### config.mk
export PLATFORM = sky130hd
export DESIGN_NAME = updown_ctrl
export DESIGN_NICKNAME = d
export VERILOG_FILES = /design/src/rtl/updown_ctrl.sv
export SDC_FILE = /design/constraint.sdc
export NUM_CORES = 1
export LEC_CHECK = 0
export BUFFER_PORTS_ARGS = -buffer_cell sky130_fd_sc_hd__buf_4
export CAP_MARGIN = 20
export CORE_AREA = 4 4 41 43
export DETAILED_ROUTE_END_ITERATION = 8
export DIE_AREA = 0 0 45 47
export GPL_TIMING_DRIVEN = 0
export PLACE_DENSITY = 0.75
export SYNTH_ARGS = -nofsm -noshare
export SYNTH_HDL_FRONTEND = slang
export SYNTH_SLANG_ARGS = --single-unit
### constraint.sdc
create_clock -name clk -period 3 [get_ports clk]
set_input_delay 0.3 -clock clk [delete_from_list [all_inputs] [get_ports clk]]
set_output_delay 0.3 -clock clk [all_outputs]
set_load 0.02 [all_outputs]
### src/rtl/updown_ctrl.sv
// Up/down counter with IDLE/UP/DOWN mode FSM, synchronous load and terminal-count flag.
// Define UPDOWN_SAT_EN to clamp at the range ends instead of wrapping.
module updown_ctrl #(
  parameter int unsigned WIDTH = 4
) (
  input  logic             clk,
  input  logic             reset,
  input  logic             ena,
  input  logic             up,
  input  logic             dn,
  input  logic             load,
  input  logic [WIDTH-1:0] load_val,
  output logic [WIDTH-1:0] q,
  output logic [1:0]       mode,
  output logic             tc
);

  typedef enum logic [1:0] {
    ST_IDLE = 2'b00,
    ST_UP   = 2'b01,
    ST_DOWN = 2'b10,
    ST_BAD  = 2'b11
  } state_t;

  state_t           state_q;
  state_t           state_d;
  logic [WIDTH-1:0] q_d;
  logic             tc_d;
  logic             at_max;
  logic             at_min;

  assign mode   = state_q;
  assign at_max = (q == {WIDTH{1'b1}});
  assign at_min = (q == {WIDTH{1'b0}});

  // State, count and flag registers
  always_ff @(posedge clk or posedge reset) begin
    if (reset) begin
      state_q <= ST_IDLE;
      q       <= '0;
      tc      <= 1'b0;
    end else begin
      state_q <= state_d;
      q       <= q_d;
      tc      <= tc_d;
    end
  end

  // Mode selection; the illegal encoding falls back to IDLE unconditionally
  always_comb begin
    state_d = state_q;
    if (state_q == ST_BAD) begin
      state_d = ST_IDLE;
    end else if (ena) begin
      if (load)           state_d = ST_IDLE;
      else if (up && dn)  state_d = ST_IDLE;
      else if (up)        state_d = ST_UP;
      else if (dn)        state_d = ST_DOWN;
    end
  end

  // Count step follows the registered mode, so a new request counts one cycle later
  always_comb begin
    q_d  = q;
    tc_d = 1'b0;
    if (ena) begin
      if (load) begin
        q_d = load_val;
      end else begin
        case (state_q)
          ST_UP: begin
            if (at_max) begin
              tc_d = 1'b1;
`ifdef UPDOWN_SAT_EN
              q_d  = q;
`else
              q_d  = '0;
`endif
            end else begin
              q_d = q + WIDTH'(1);
            end
          end
          ST_DOWN: begin
            if (at_min) begin
              tc_d = 1'b1;
`ifdef UPDOWN_SAT_EN
              q_d  = q;
`else
              q_d  = {WIDTH{1'b1}};
`endif
            end else begin
              q_d = q - WIDTH'(1);
            end
          end
          default: q_d = q;
        endcase
      end
    end
  end

endmodule

[After elaboration in Yosys (flattened, before gate mapping)]
Cells that the tools add are included.
Storage, ports and cells
  memories: 0
  word-level logic and storage cells: 31
  flip-flop bits (word level): 7
  bits of input ports: 10
  memory bits (read-only): 0
  output and inout port bits: 7
  latch bits: 0
  memory bits (writable): 0
Cells by class
  shift operators: 0
  eq/ne operators: 4
  mux-type cells: 15
  $add $sub $neg: 2
  multiply operators: 0
  divide/modulo/power cells: 0
  reduce and logical (&&, ||, !) cells: 7
  bitwise gates (word level): 0
  magnitude comparators: 0
Operators with widths (number)
  two-way mux 2 bit: 6
  two-way mux 4 bit: 3
  case mux 4 bit (2 select lines): 1
  nonzero test 5 bit: 1
  adder 4 x 1 -> 4 bit, second input constant: 1
  equality test 2 bit, second input constant: 2
  equality test 4 bit, second input constant: 1
  logical NOT 4 bit: 1
  two-way mux 1 bit: 4
  AND reduction 2 bit: 2
  subtractor 4 x 1 -> 4 bit, second input constant: 1
  nonzero test 3 bit: 1
  equality test 2 x 1 -> 1 bit, second input constant: 1
  case mux 1 bit (2 select lines): 1
  nonzero test 2 bit: 1
  logical AND 1 bit: 1

[Longest topological paths before layout]
  depth after elaboration: 6
  gate-level depth with buffers: 7
  depth with buffers taken out: 6

[Least setup slack after synthesis]
OpenSTA, ideal clock, no wires.
  path type: register to register
  start point: register q[0]
  end point: register q[3]
  setup time: 0.133 ns
  stages on the path, launching flop included: 7
  arrival: 1.461 ns
  setup slack: 1.406 ns
  period minus slack after synthesis: 1.594 ns
  required time: 2.867 ns
  path through: dfrtp_1 -> inv_1 -> ha_1 -> o21ba_2 -> o21bai_1 -> a311oi_1 -> o31ai_1
Between the ends
  longest elaborated chain between the ends: 4
  elaborated cells on any way between the ends: 8
  classes of those cells: 2 x add/sub; 1 x eq/ne; 4 x mux; 1 x reduce/logical
RTL lines
  start: declaration: RTL line 13  | output logic [WIDTH-1:0] q,
  start signal: assignment: RTL line 44  | q <= q_d;
  subtractor 4 x 1 -> 4 bit (tied with other cells): RTL line 92  | q_d = q - WIDTH'(1);
  two-way mux 4 bit (on tied branches): RTL line 84, 72
  case mux 4 bit (2 select lines) (*): RTL line 70  | case (state_q)
  two-way mux 4 bit (*): RTL line 67  | if (load) begin
Mark *: on every way between the ends. The rest lies on a longest branch, timed or not.
A chain may end at the register's enable or synchronous reset.

[Worst setup path in the final report]
  start point: register state_q[0] (netlist: mode[0])
  end point: register q[2]
Between the ends
  longest elaborated chain between the ends: 3
  elaborated cells on any way between the ends: 6
  classes of those cells: 2 x eq/ne; 2 x mux; 2 x reduce/logical
RTL lines
  start: declaration: RTL line 25  | state_t state_q;
  start signal: assignment: RTL line 43  | state_q <= state_d;
  equality test 2 bit / equality test 2 x 1 -> 1 bit (equally long branches): RTL line 70
  case mux 4 bit (2 select lines) / nonzero test 3 bit (equally long branches)
  two-way mux 4 bit / AND reduction 2 bit (equally long branches)
Several ways; a longest one is shown, not always the timed one.

==> run summary <==
The final count of pins violating max slew is 0. The mux cell area share after synthesis was 1.839%; the routed via count divided by cell count was 5.260. Initial standard-cell utilization of the core: 41.83%.

The tools report the maximum resistive drop on vdd as 272.2 µV. The source of the worst hold timing path is up. For the storage element area, the log shows 175.2 µm². In this run the mean area of a mapped cell was 9.071 µm². Global routing used 13.01% of the available tracks. Sequential cells were found to cover 32.18% of the synthesized design area. During I/O placement, the number of pins put on the boundary was 17. Kind of critical path: reg2reg. Leaving out fill and tap cells, the most frequent cells in the layout are sky130_fd_sc_hd__buf_4, sky130_fd_sc_hd__dfrtp_1, sky130_fd_sc_hd__a21oi_1. For the pin with the worst max-slew slack, the measured transition is 0.3862 ns. In this run the static leakage power is 0.3476 nW.

Clock latency on the worst-skew pair, taken at its later pin, is 0.26 ns. The net count of the finished layout is 97. The first global-routing pass estimated 2007 µm of wire. For the number of global-route vias before repair, the log shows 469. The tool flagged a number of max-cap violations equal to 0. The count of nets left with antenna violations once routing finished came out at 0. Total of cells resized after clock tree synthesis: 0. The initialized floorplan defines 13 standard-cell rows. The pre-antenna-repair detailed-routing pass consisted of 4 iterations.

Category of the worst setup path launch point: a flop. The post-route netlist has 32.10% of its cells at a drive strength greater than 1. Fill cells in the final layout number 134. The run gives 7 as the number of violations reported at the end of detailed-routing iteration 0.

Counting every sink on the clock net gives 7. The longest clock path from root to sink contains 2 buffers. The tools report the cell count after synthesis as 60. The final critical-path required period is 1.622 ns.

After synthesis, the largest family of logic cells by area is compound AO/OA/AOI/OAI gates. Entering global routing, the biggest net connects 11 pins. The synthesized-area fraction occupied by ao, oa, aoi and oai cells is 29.66%, and the floorplan die area is 2115 µm². The logs give 505 for the total number of vias and 0.6166 GHz for the highest achievable clock rate. After layout, the design draws a total of 0.4442 mW. The final-report hold violation count was 0; the xor/xnor share of the synthesized area was 1.609%. The arrival time of data at the critical path endpoint was 1.76 ns; the setup TNS after final layout was 0 ns. Measured in cells, the most critical reg-to-reg path has a length of 7. The part of the cycle the worst path needs was 54.06%; the highest net fanout along the worst path was 8. The worst setup path startpoint was mode[0]. After detailed routing, the total wire length is 1178 µm.

Synthesis inferred 7 register bits. The worst-case clock skew was 0.008904 ns. In this run the tool buffered the top-level ports with 16 buffer cells. The routed wirelength normalized by instance count is 12.27 µm.

The synthesized netlist contains 27 unique library cells. Number of diodes: 0. The total non-filler cell area in the finished layout is 720.7 µm². For hold timing, the worst endpoint is mode[1].

The H-tree level count is 1. Detailed placement ended at an HPWL of 892.3 µm. The layout overhead on the synthesized area is 32.41%. The synthesized netlist occupies a cell area of 544.3 µm². Final weighted congestion of routability-driven global placement: 0.7924.

Setup repair after global routing left no endpoint under its margin. The most common cell after layout, fill and taps aside is sky130_fd_sc_hd__buf_4. After clock tree synthesis, the clock-pin slew on the worst setup and hold paths is 0.06 ns. The global route total overflow is 0. The startpoint identified for the worst register-to-register timing path is mode[0].

The area fraction in and, or, nand and nor cells after synthesis is 13.33%. The worst register-to-register path has a setup slack of 1.38 ns. Total of endpoints with negative setup slack in the final report: 0. The net count after synthesis was 75; the cell count of the worst hold path was 3.

The power density over the cells was 616.4 nW/µm². The total of hold buffers inserted after clock tree synthesis is 1, and the post-synthesis share of cell area spent on full adders, half adders and majority gates is 11.49%. Headroom to the max-slew limit came out at 74.25%.

The logs give 3.14 ns for the worst path required time and 315.3 µm² for the area occupied by multi-input gates. The tree is rooted in a sky130_fd_sc_hd__clkbuf_4. The total area inside the core boundary comes to 1301 µm². The initial antenna violation count is 0.

The endpoint identified for the worst register-to-register timing path is q[2]. TritonCTS created 3 clock buffers. The logs give 0 for the number of buffers added for setup after CTS and 0 for the count of warnings emitted by yosys. In this run the cell area measured after placement is 683.2 µm². The flow ran to the end, and the final reports show no timing, DRC or antenna violations.

The chip width came out at 45 µm. The die is 47 µm tall. In this run the worst hold path is classified as in2reg.

The count of unresolved DRC violations after routing came out at 0. TritonCTS built the clock tree. STA classifies the critical path endpoint as a flop.
## power by group
| group | switching [mW] | leakage, nW | total, mW | internal (mW) |
|---|---|---|---|---|
| Sequential | 0.0250 | 0.0868 | 0.139 | 0.114 |
| Clock | 0.0405 | 0.0177 | 0.0896 | 0.0490 |
| Combinational | 0.111 | 0.243 | 0.216 | 0.105 |
| Total | 0.176 | 0.348 | 0.444 | 0.268 |
## logic make-up (layout without fill, tap and decap cells)
group,count (synthesis),after routing
XOR/XNOR,1,1
AND/OR/NAND/NOR,15,15
AO/OA/AOI/OAI,22,22
adder cells (fa/ha/maj),5,5
flip-flops,7,7
multiplexers,1,1
buffers and inverters,9,30
## worst max-delay path: stages (launching register included)
cell                      delay, ns
sky130_fd_sc_hd__dfrtp_1       0.42
sky130_fd_sc_hd__inv_1         0.06
sky130_fd_sc_hd__ha_1          0.20
sky130_fd_sc_hd__buf_6         0.14
sky130_fd_sc_hd__o31ai_4       0.38
sky130_fd_sc_hd__nor3_1        0.09
sky130_fd_sc_hd__a21oi_1       0.11
sky130_fd_sc_hd__o21ai_0       0.09
## Yosys cell counts, drive strengths merged
cell type  n  share of area (%)
clkbuf     1               0.92
a21o       1                1.4
mux2i      1                1.8
dfrtp      7                 32
nand3b     1                1.4
a21oi      6                5.5
inv        5                3.4
a31oi      1                1.2
o21ba      1                1.8
nor2       2                1.4
o21ai      3                2.8
o22ai      1                1.2
a22oi      1                1.4
a311oi     2                3.2
buf        3                5.5
o31ai      2                5.3
a221o      1                1.8
nand2      5                3.4
nor2b      1                1.2
ha         5                 11
and3       2                2.3
nor3       4                3.7
o21a       2                2.8
xnor2      1                1.6
o21bai     1                1.4
## layout make-up
cell class	count	share of cell area (%)
clock buffer	3	3.125
timing repair buffer	17	18.06
clock inverter	1	0.6944
sequential	7	24.31
buffer	4	4.861
inverter	5	2.604
tap	15	2.604
multi-input combinational	44	43.75
## sequential cells by signal (all words and copies together), names as in the netlist
signal and count:
q 4, tc 1, mode 2
## per-layer routing
| metal | vias to the layer above | GRT usage [%] | wire length (µm) |
|---|---|---|---|
| met4 | 0 | 3.509 | 4 |
| met3 | 2 | 4.598 | 110 |
| met1 | 224 | 17.24 | 562 |
| met2 | 20 | 20.06 | 501 |
| met5 | - | 0 | 0 |
| li1 | 259 | - | - |
## stage by stage
stage / util [%] / setup WS [ns] / instances / hold WS, ns
5_1_grt: 55.38 / 1.262 / 96 / 0.3076
6_report: 55.38 / 1.378 / 96 / 0.2876
4_1_cts: 55.38 / 1.375 / 96 / 0.2906
3_5_place_dp: 52.50 / 1.389 / 91 / 0.2615
2_1_floorplan: - / 1.406 / 60 / 0.1034
3_3_place_gp: 52.50 / 1.412 / 91 / 0.2563
## how the worst max path moves through the flow
stage	endpoint	slack, ns	cells past startpoint
6_report	q[2]	1.38	7
3_3_place_gp	q[2]	1.41	7
5_1_grt	q[2]	1.26	7
2_1_floorplan	q[3]	1.41	6
4_1_cts	q[2]	1.38	7
3_5_place_dp	q[2]	1.39	7
Power figures use the tool's default switching activity.
